`src/rtl/mul_pkg.sv`:
```
// Shared constants and FSM state encoding for the ARM7-style multiply/accumulate unit.
package mul_pkg;

  localparam int DEFAULT_WIDTH = 32;
  localparam int DEFAULT_CHUNK = 8;
  localparam int NCHUNK        = DEFAULT_WIDTH / DEFAULT_CHUNK;
  localparam int CNT_W         = $clog2(NCHUNK + 1);

  typedef logic [2:0] state_t;

  localparam state_t S_IDLE = 3'd0;
  localparam state_t S_MUL  = 3'd1;
  localparam state_t S_LONG = 3'd2;
  localparam state_t S_ACC  = 3'd3;
  localparam state_t S_DONE = 3'd4;

endpackage

```
`src/rtl/mul_term_count.sv`:
```
// Early-termination iteration count: the fewest CHUNK-sized multiplier slices
// needed before the remaining upper bits of rs are all zeros (or all ones).
module mul_term_count
  import mul_pkg::*;
#(
  parameter  int WIDTH = DEFAULT_WIDTH,
  parameter  int CHUNK = DEFAULT_CHUNK,
  localparam int NCH   = WIDTH / CHUNK,
  localparam int CW    = $clog2(NCH + 1)
) (
  input  logic [WIDTH-1:0] rs,
  input  logic             sign_term,
  output logic [CW-1:0]    m
);

  // Scanning downward lets the smallest qualifying k win.
  always_comb begin
    m = CW'(NCH);
    for (int k = NCH - 1; k >= 1; k--) begin
      if (((rs >> (k * CHUNK)) == '0) ||
          (sign_term && ((~rs >> (k * CHUNK)) == '0))) begin
        m = CW'(k);
      end
    end
  end

endmodule

```
`src/rtl/mul_accumulate_unit.sv`:
```
// Iterative MUL/MLA/UMULL/SMULL/UMLAL/SMLAL unit with ARM7 early-termination
// timing, 2*WIDTH long results and a start/ready/done handshake.
module mul_accumulate_unit
  import mul_pkg::*;
#(
  parameter int WIDTH = DEFAULT_WIDTH,
  parameter int CHUNK = DEFAULT_CHUNK
) (
  input  logic             clk,
  input  logic             reset,
  input  logic             start,
  output logic             ready,
  input  logic             op_long,
  input  logic             op_signed,
  input  logic             op_acc,
  input  logic [WIDTH-1:0] rm,
  input  logic [WIDTH-1:0] rs,
  input  logic [WIDTH-1:0] acc_lo,
  input  logic [WIDTH-1:0] acc_hi,
  output logic             done,
  output logic [WIDTH-1:0] result_lo,
  output logic [WIDTH-1:0] result_hi,
  output logic             flag_n,
  output logic             flag_z
);

  localparam int NCH = WIDTH / CHUNK;
  localparam int CW  = $clog2(NCH + 1);
  localparam int W2  = 2 * WIDTH;

  state_t           state, state_next;
  logic [W2-1:0]    pp, pp_next, mcand, acc_val, chunk_prod, rm_ext;
  logic [WIDTH-1:0] mplier;
  logic [CW-1:0]    cnt, m_count;
  logic             long_r, acc_en_r, neg_r;
  logic             accept, last_iter, sign_term;

  assign ready      = (state == S_IDLE) || (state == S_DONE);
  assign done       = (state == S_DONE);
  assign accept     = start && ready;
  assign sign_term  = !op_long || op_signed;
  assign rm_ext     = (op_long && op_signed) ? {{WIDTH{rm[WIDTH-1]}}, rm}
                                             : {{WIDTH{1'b0}}, rm};
  assign last_iter  = (cnt == CW'(1));
  assign chunk_prod = mcand * {{(W2-CHUNK){1'b0}}, mplier[CHUNK-1:0]};

  mul_term_count #(
    .WIDTH(WIDTH),
    .CHUNK(CHUNK)
  ) u_term_count (
    .rs       (rs),
    .sign_term(sign_term),
    .m        (m_count)
  );

  // A multiplier that terminated on ones (or is negative at full width) was
  // consumed as rs_low; subtracting rm << (m*CHUNK) restores the true value.
  // Short ops fold that into the last iteration, long ops do it in LONG.
  always_comb begin
    state_next = state;
    pp_next    = pp;
    case (state)
      S_IDLE: if (start) state_next = S_MUL;
      S_MUL: begin
        pp_next = pp + chunk_prod;
        if (last_iter) begin
          if (neg_r && !long_r) pp_next = pp_next - (mcand << CHUNK);
          state_next = long_r ? S_LONG : (acc_en_r ? S_ACC : S_DONE);
        end
      end
      S_LONG: begin
        if (neg_r) pp_next = pp - mcand;
        state_next = acc_en_r ? S_ACC : S_DONE;
      end
      S_ACC: begin
        pp_next    = pp + acc_val;
        state_next = S_DONE;
      end
      S_DONE:  state_next = start ? S_MUL : S_IDLE;
      default: state_next = S_IDLE;
    endcase
  end

  always_ff @(posedge clk) begin
    if (reset) begin
      state     <= S_IDLE;
      pp        <= '0;
      mcand     <= '0;
      mplier    <= '0;
      cnt       <= '0;
      acc_val   <= '0;
      long_r    <= 1'b0;
      acc_en_r  <= 1'b0;
      neg_r     <= 1'b0;
      result_lo <= '0;
      result_hi <= '0;
      flag_n    <= 1'b0;
      flag_z    <= 1'b0;
    end else begin
      state <= state_next;
      if (accept) begin
        pp       <= '0;
        mcand    <= rm_ext;
        mplier   <= rs;
        cnt      <= m_count;
        long_r   <= op_long;
        acc_en_r <= op_acc;
        neg_r    <= sign_term && rs[WIDTH-1];
        acc_val  <= op_acc ? {(op_long ? acc_hi : {WIDTH{1'b0}}), acc_lo} : '0;
      end else if (state == S_MUL) begin
        pp     <= pp_next;
        mcand  <= mcand << CHUNK;
        mplier <= mplier >> CHUNK;
        cnt    <= cnt - CW'(1);
      end else if ((state == S_LONG) || (state == S_ACC)) begin
        pp <= pp_next;
      end
      if (state_next == S_DONE) begin
        result_lo <= pp_next[WIDTH-1:0];
        result_hi <= long_r ? pp_next[W2-1:WIDTH] : '0;
        flag_n    <= long_r ? pp_next[W2-1] : pp_next[WIDTH-1];
        flag_z    <= long_r ? (pp_next == '0) : (pp_next[WIDTH-1:0] == '0);
      end
    end
  end

endmodule

```
`config.mk`:
```
export PLATFORM = sky130hd
export DESIGN_NAME = mul_accumulate_unit
export DESIGN_NICKNAME = d
export VERILOG_FILES = /design/src/rtl/mul_pkg.sv /design/src/rtl/mul_term_count.sv /design/src/rtl/mul_accumulate_unit.sv
export SDC_FILE = /design/constraint.sdc
export NUM_CORES = 2
export LEC_CHECK = 0
export BUFFER_PORTS_ARGS = -buffer_cell sky130_fd_sc_hd__buf_2
export CAP_MARGIN = 40
export CELL_PAD_IN_SITES_DETAIL_PLACEMENT = 1
export CELL_PAD_IN_SITES_GLOBAL_PLACEMENT = 2
export CORE_MARGIN = 1.5
export CORE_UTILIZATION = 42
export CTS_BUF_LIST = sky130_fd_sc_hd__clkbuf_2 sky130_fd_sc_hd__clkbuf_4 sky130_fd_sc_hd__clkbuf_8
export DETAILED_ROUTE_END_ITERATION = 10
export PLACE_DENSITY_LB_ADDON = 0.1
export SLEW_MARGIN = 20
export SYNTH_ARGS = -nofsm -noshare
export SYNTH_HDL_FRONTEND = slang
export SYNTH_HIERARCHICAL = 1
export SYNTH_SLANG_ARGS = --single-unit
```
`constraint.sdc`:
```
create_clock -name clk -period 14.3 [get_ports clk]
set_input_delay 2.86 -clock clk [delete_from_list [all_inputs] [get_ports clk]]
set_output_delay 2.86 -clock clk [all_outputs]
set_load 0.01 [all_outputs]
```
---- After elaboration in Yosys (flattened, before gate mapping) ----
Index checks and enable logic that the tools add are counted.
cells by class
  equality and inequality tests ........... 6
  reductions and logical operators ........ 27
  bitwise operators ....................... 1
  add/sub/neg operators ................... 5
  multiplexer cells ....................... 27
  $mul .................................... 1
operator list
  operator             number
  $mux 64              9
  $logic_not 32->1     7
  $pmux 64 s3          1
  $add 64x64->64       2
  $mux 32              4
  $sub 64x64->64       2
  $logic_not 64->1     1
  $mul 64x8->64        1
  $not 32->32          1
  $mux 3               9
  $pmux 3 s5           1
  $logic_and 1x1->1    7
  $eq 3x1->1 const B   2
  $eq 3x2->1 const B   2
  $eq 3x3->1 const B   2
  $logic_or 1x1->1     6
  $reduce_bool 2->1    2
  $logic_not 3->1      1
  $mux 1               3
  $sub 3x1->3 const B  1
  $logic_not 1->1      2
  $reduce_or 2->1      1
storage, ports and cells
  register bits ........................... 299
  output and inout port bits .............. 68
  input bits .............................. 134
  word-level logic and storage cells ...... 80

---- Longest topological paths before layout ----
  depth in word-level cells ............... 8
  depth in mapped cells ................... 40
  depth with buffers taken out ............ 36

---- By module ----
The synthesis kept the hierarchy.
by module, submodules not included
  module               area each (um2)  cells each  times used  seq. area each (um2)
  mul_accumulate_unit  40,101.0         5,140       1           5,985.7
  mul_term_count       140.1            22          1           0.0

---- Worst setup path after synthesis ----
OpenSTA, ideal clock, no wires.
  kind .................................... register -> register
  start ................................... register mplier[0]
  end ..................................... register flag_z
  arrival time ............................ 8.556 ns
  library setup time ...................... 0.083 ns
  data required time ...................... 14.217 ns
  slack ................................... 5.661 ns
  clock period less this slack ............ 8.639 ns
  stages on the path, launching flop included .. 38
  buffers on the path ..................... 4
  cell sequence ........................... dfxtp_1 > clkbuf_1 > clkbuf_1 > nand2_1 > fa_1 > inv_1 > fa_1 > fa_1 > inv_1 > fa_1 > inv_1 > ha_1 > clkbuf_1 > a21oi_1 > o221a_1 > or3_1 > a31oi_1 > or2_1 > [... 2 more ...] > xor2_1 > ha_1 > clkbuf_1 > a21oi_1 > o22ai_1 > o21ai_0 > nand3_1 > o211ai_1 > xnor2_1 > o221ai_1 > a41o_1 > o32a_1 > nand4bb_1 > or4_1 > or4_1 > nor4_1 > nand4_1 > o221ai_1
on the way
  cells in the longest elaborated chain, start to end .. 8
  elaborated cells on any way between the ends .. 9
  those cells by class .................... 2 x add/sub; 1 x mul; 4 x mux; 2 x reduce/logical
ends and longest elaborated chain
  what                                                         RTL line                    source
  from (decl)                                                  mul_accumulate_unit.sv:33   logic [WIDTH-1:0] mplier;
  from (signal assigned)                                       mul_accumulate_unit.sv:104  mplier <= rs;
  from (signal assigned)                                       mul_accumulate_unit.sv:113  mplier <= mplier >> CHUNK;
  $mul 64x8->64 *                                              mul_accumulate_unit.sv:45   assign chunk_prod = mcand * {{(W2-CHUNK){1'b0}}, mplier[CHUNK-1:0]};
  $add 64x64->64 *                                             mul_accumulate_unit.sv:65   pp_next = pp + chunk_prod;
  $sub 64x64->64                                               mul_accumulate_unit.sv:67   if (neg_r && !long_r) pp_next = pp_next - (mcand << CHUNK);
  $mux 64                                                      mul_accumulate_unit.sv:67
  $mux 64 *                                                    mul_accumulate_unit.sv:66   if (last_iter) begin
  $pmux 64 s3 *                                                mul_accumulate_unit.sv:62   case (state)
  $logic_not 64->1 / $logic_not 32->1 (equally long branches)  mul_accumulate_unit.sv:122  flag_z <= long_r ? (pp_next == '0) : (pp_next[WIDTH-1:0] == '0);
  $mux 1 *                                                     mul_accumulate_unit.sv:122
  to (signal assigned)                                         mul_accumulate_unit.sv:122
  to (decl)                                                    mul_accumulate_unit.sv:24   output logic flag_z
Mark *: on every way between the ends. The rest lies on a longest branch, timed or not.
A chain may end at the register's enable or synchronous reset.

---- Final worst setup path ----
Ends and elaborated chain as after synthesis.

==> metrics.sh <==
DIE_W_UM=313
HOLD_VIOL=0
POWER_PER_CELL_AREA_nW_PER_UM2=101
OUTCOME='finished, final reports clean'
PERIOD_SHARE_PCT=73.3
SYN-MEAN-INSTANCE-AREA_UM2=7.80
WORST-PATH-MAX-FANOUT=34
MAX_STAGE_DELAY_CELL_WORST_PATH='sky130_fd_sc_hd__dfxtp_2'
PWR-SHARE-SEQ_PCT=22.6
WORSTSETUPSTARTPOINTTYPE='flip-flop'
CPMOSTUSEDCELL='sky130_fd_sc_hd__fa_1'
GP_CONGESTION=0.958
YOSYS.CELL_TYPES.COUNT=91
SLEW_HEADROOM_PCT=30.9
POWER.COMBINATIONAL.FRACTION_PCT=55.0
POWER.SWITCHING_mW=2.12
FINAL.SETUP_SKEW_PS=45.1
TOTAL_GR_OVERFLOW=0
POSTCTSSETUPREPAIRBUFS=0
NUM_ROWS=113
WORST_HOLD_PATH_TYPE='reg2reg'
DRCVIOLATIONCOUNT=0
MAPPED_CELLS=5162
CRITICAL_PATH_CLASS='reg2reg'
STARTING_DENSITY_PCT=42.4
YS_TOP_CELLS_BY_COUNT='sky130_fd_sc_hd__inv_1, sky130_fd_sc_hd__nand2_1, sky130_fd_sc_hd__a21oi_1'
YOSYS.AREA.TOP_TYPE='sky130_fd_sc_hd__fa_1'
PLACE_HPWL_UM=135000
FINAL_LAYOUT_SIZE_SUFFIX_GT1_SHARE_PCT=7.90
CTS_MADE_BUFFERS=58
MAXCAPVIOLATIONS=0
POWER.LEAKAGE_nW=19.7
DRT-PASS1-ITER-COUNT=8
CLOCK_TREE.ROOT_CELL='sky130_fd_sc_hd__clkbuf_8'
GR-USAGE-ALL-LAYERS_PCT=34.0
PLACEDINSTANCEAREA_UM2=42000
CTS_RESIZED=0
SYNTH.CELL_AREA_UM2=40200
FINAL_MAX_SLEW_VIOL_COUNT=0
FIRST_GLOBAL_VIAS=39500
ROUTEDWLPERCELL_UM=26.0
SETUP_REPAIR_AFTER_GLOBAL_ROUTING_MISSED_ITS_MARGIN='false'
IO_PINS=202
SLOWEST_DELAY_PS=820
YS_SEQ_AREA_SHARE_PCT=14.9
NNETSFINAL=5950
CTS.SINKS=299
SETUP_VIOL=0
WORST_PATH_DOMINANT_CELL_FAMILY='compound AO/OA/AOI/OAI gates'
GRT_FIRST_PASS_WIRELENGTH_UM=253000
CP.REQUIRED_PS=14970
ANTENNA_VIOLATING_NETS_POST_ROUTE=0
AREA_GROWTH_PCT=7.85
YOSYS.AREA.TOP_TYPE_SHARE_PCT=20.5
SLEW_AT_THE_PIN_WITH_THE_WORST_MAX_SLEW_SLACK_PS=1040
LAYOUT.CELL_AREA.NON_FILLER_UM2=43400
WORST_SKEW_PAIR.LATE_LATENCY_PS=750
BIGGEST_AREA_CONTRIBUTORS_IN_THE_SYNTHESIZED_NETLIST='sky130_fd_sc_hd__fa_1, sky130_fd_sc_hd__dfxtp_1, sky130_fd_sc_hd__ha_1, sky130_fd_sc_hd__inv_1, sky130_fd_sc_hd__and2_1'
POWER.SHARE.SWITCHING_PCT=48.3
YOSYS_MOST_USED_DFF='sky130_fd_sc_hd__dfxtp_1'
YOSYS_REGISTER_BITS=299
TOTALNEGATIVESETUPSLACK_PS=0
WIRELENGTH_UM=168000
PATH_CLK_SLEW_PS=70
GRT_ANTENNA_BEFORE_REPAIR=5
DIE_AREA_UM2=97700
REPORT.POWER.TOTAL_mW=4.39
TRITONCTS_CLOCK_TREE='done'
FIN_CRIT_PS=10480
MAX-CLOCK-PATH-BUFFERS=3
SYNTH-EDFF-COUNT=0
VIAS=39000
HOLD_BUFFERS=0
GRT_MAX_DEGREE=81
P_CLK_SHARE_PCT=22.3
CTS-HTREE-LEVELS=2
DRT-INITIAL-DRC-COUNT=3940
SYNTHMOSTINSTANTIATEDCELL='sky130_fd_sc_hd__inv_1'
PROPORTION_OF_REGISTER_BITS_WITH_ASYNCHRONOUS_SET_OR_RESET_AFTER_SYNTHESIS_PCT=0
CRIT_PATH_END_KIND='flip-flop'
PLACEABLECOREAREA_UM2=95000
CP_DATA_ARRIVAL_TIME_PS=11150
SYNTH.NET_COUNT=5965
IO_BUFFERS=201
VDD.IR_DROP.WORST_mV=0.0766
DIE_HEIGHT_UM=313
VIA_PER_INST=6.04
YOSYS_WARNINGS=6
TIMING.CRITICAL_PATH.BUF_INV=3
TIMING.FMAX_GHz=0.0954
INTERNAL_POWER_mW=2.27
## power groups by stage
stage,clock network (mW),logic (mW),registers [mW]
floorplan,0,1.65,0.921
global placement,0,2.32,1.01
detailed placement,0,2.32,1.01
CTS,1.00,2.35,0.993
global route,1.03,2.61,0.999
finish,0.982,2.42,0.994
## registers in the layout, summed over array words and instances (netlist names)
name	cells
acc_en_r	1
acc_val	64
cnt	3
flag_n	1
flag_z	1
long_r	1
mcand	64
mplier	32
neg_r	1
pp	64
result_hi	32
result_lo	32
state	3
## worst paths after layout
check | start | end | slack, ps | cells after the start
hold reg to reg | mplier[17] | mplier[17] | 450 | 2
setup / recovery | mplier[0] | flag_z | 3820 | 30
hold / removal | mplier[17] | mplier[17] | 450 | 2
setup reg to reg | mplier[0] | flag_z | 3820 | 30
## logic make-up after synthesis
kind of cell,share of synthesized area (%)
flip-flops,14.9
adder cells (fa/ha/maj),28.5
AND/OR/NAND/NOR,19.6
AO/OA/AOI/OAI,23.2
XOR/XNOR,4.44
multiplexers,0.473
buffers and inverters,8.90
## cell usage in the layout (no fill, tap or decap), types with 23 or more instances in the layout
cell / netlist / routed
sky130_fd_sc_hd__a31oi_1: 46 / 46
sky130_fd_sc_hd__and2_1: 344 / 343
sky130_fd_sc_hd__nor3_1: 55 / 55
sky130_fd_sc_hd__o31ai_1: 28 / 28
sky130_fd_sc_hd__a21oi_1: 423 / 422
sky130_fd_sc_hd__xor2_1: 89 / 89
sky130_fd_sc_hd__o21ai_1: 43 / 43
sky130_fd_sc_hd__a211oi_1: 86 / 86
sky130_fd_sc_hd__o21bai_1: 38 / 38
sky130_fd_sc_hd__o21ai_0: 178 / 178
sky130_fd_sc_hd__inv_1: 612 / 612
sky130_fd_sc_hd__a22oi_1: 105 / 105
sky130_fd_sc_hd__o21a_1: 37 / 37
sky130_fd_sc_hd__nand2b_1: 26 / 26
sky130_fd_sc_hd__nand2_1: 515 / 515
sky130_fd_sc_hd__a221oi_1: 56 / 56
sky130_fd_sc_hd__nor2_1: 354 / 348
sky130_fd_sc_hd__buf_4: 3 / 49
sky130_fd_sc_hd__xnor2_1: 115 / 115
sky130_fd_sc_hd__dfxtp_1: 299 / 297
sky130_fd_sc_hd__ha_1: 256 / 256
sky130_fd_sc_hd__buf_2: 15 / 200
sky130_fd_sc_hd__nand4_1: 87 / 87
sky130_fd_sc_hd__a21o_1: 100 / 99
sky130_fd_sc_hd__fa_1: 413 / 413
sky130_fd_sc_hd__and3_1: 23 / 23
sky130_fd_sc_hd__clkbuf_8: 0 / 70
sky130_fd_sc_hd__nor2b_1: 25 / 25
sky130_fd_sc_hd__a22o_1: 65 / 65
sky130_fd_sc_hd__nand3_1: 73 / 73
sky130_fd_sc_hd__o211ai_1: 40 / 40
## final cells by class
class                   instances  area (µm²)
inverters                     612        2300
well taps                    1265        1580
repair buffers                259        1500
fillers                     11700       51600
flip-flops and latches        299        5990
clock inverters                22         241
multi-input cells            3917       30700
diodes                          2        5.00
clock buffers                  82        1050
## stage by stage
| step | std cells | setup WS (ps) | hold WS (ps) | utilization (%) |
|---|---|---|---|---|
| floorplan | 5162 | 5660 | 431 | - |
| global placement | 6342 | 3950 | 444 | 44.2 |
| detailed placement | 6348 | 3980 | 447 | 44.2 |
| CTS | 6452 | 3880 | 456 | 45.6 |
| global route | 6457 | 3180 | 479 | 45.7 |
| finish | 6458 | 3820 | 455 | 45.7 |
## layer usage
metal	GRT usage, %	vias to the layer above	routed length, µm
met5	0	-	12
met4	6.80	2	3230
met3	6.00	176	13400
met2	48.5	1380	68400
met1	53.0	19800	83100
li1	-	17600	-
## worst min-delay path: cells and delay by family, from the launching register on
family | cells | cell delay (ps)
flops | 1 | 310
compound gates | 1 | 50
simple gates | 1 | 50
Power figures use the tool's default switching activity.
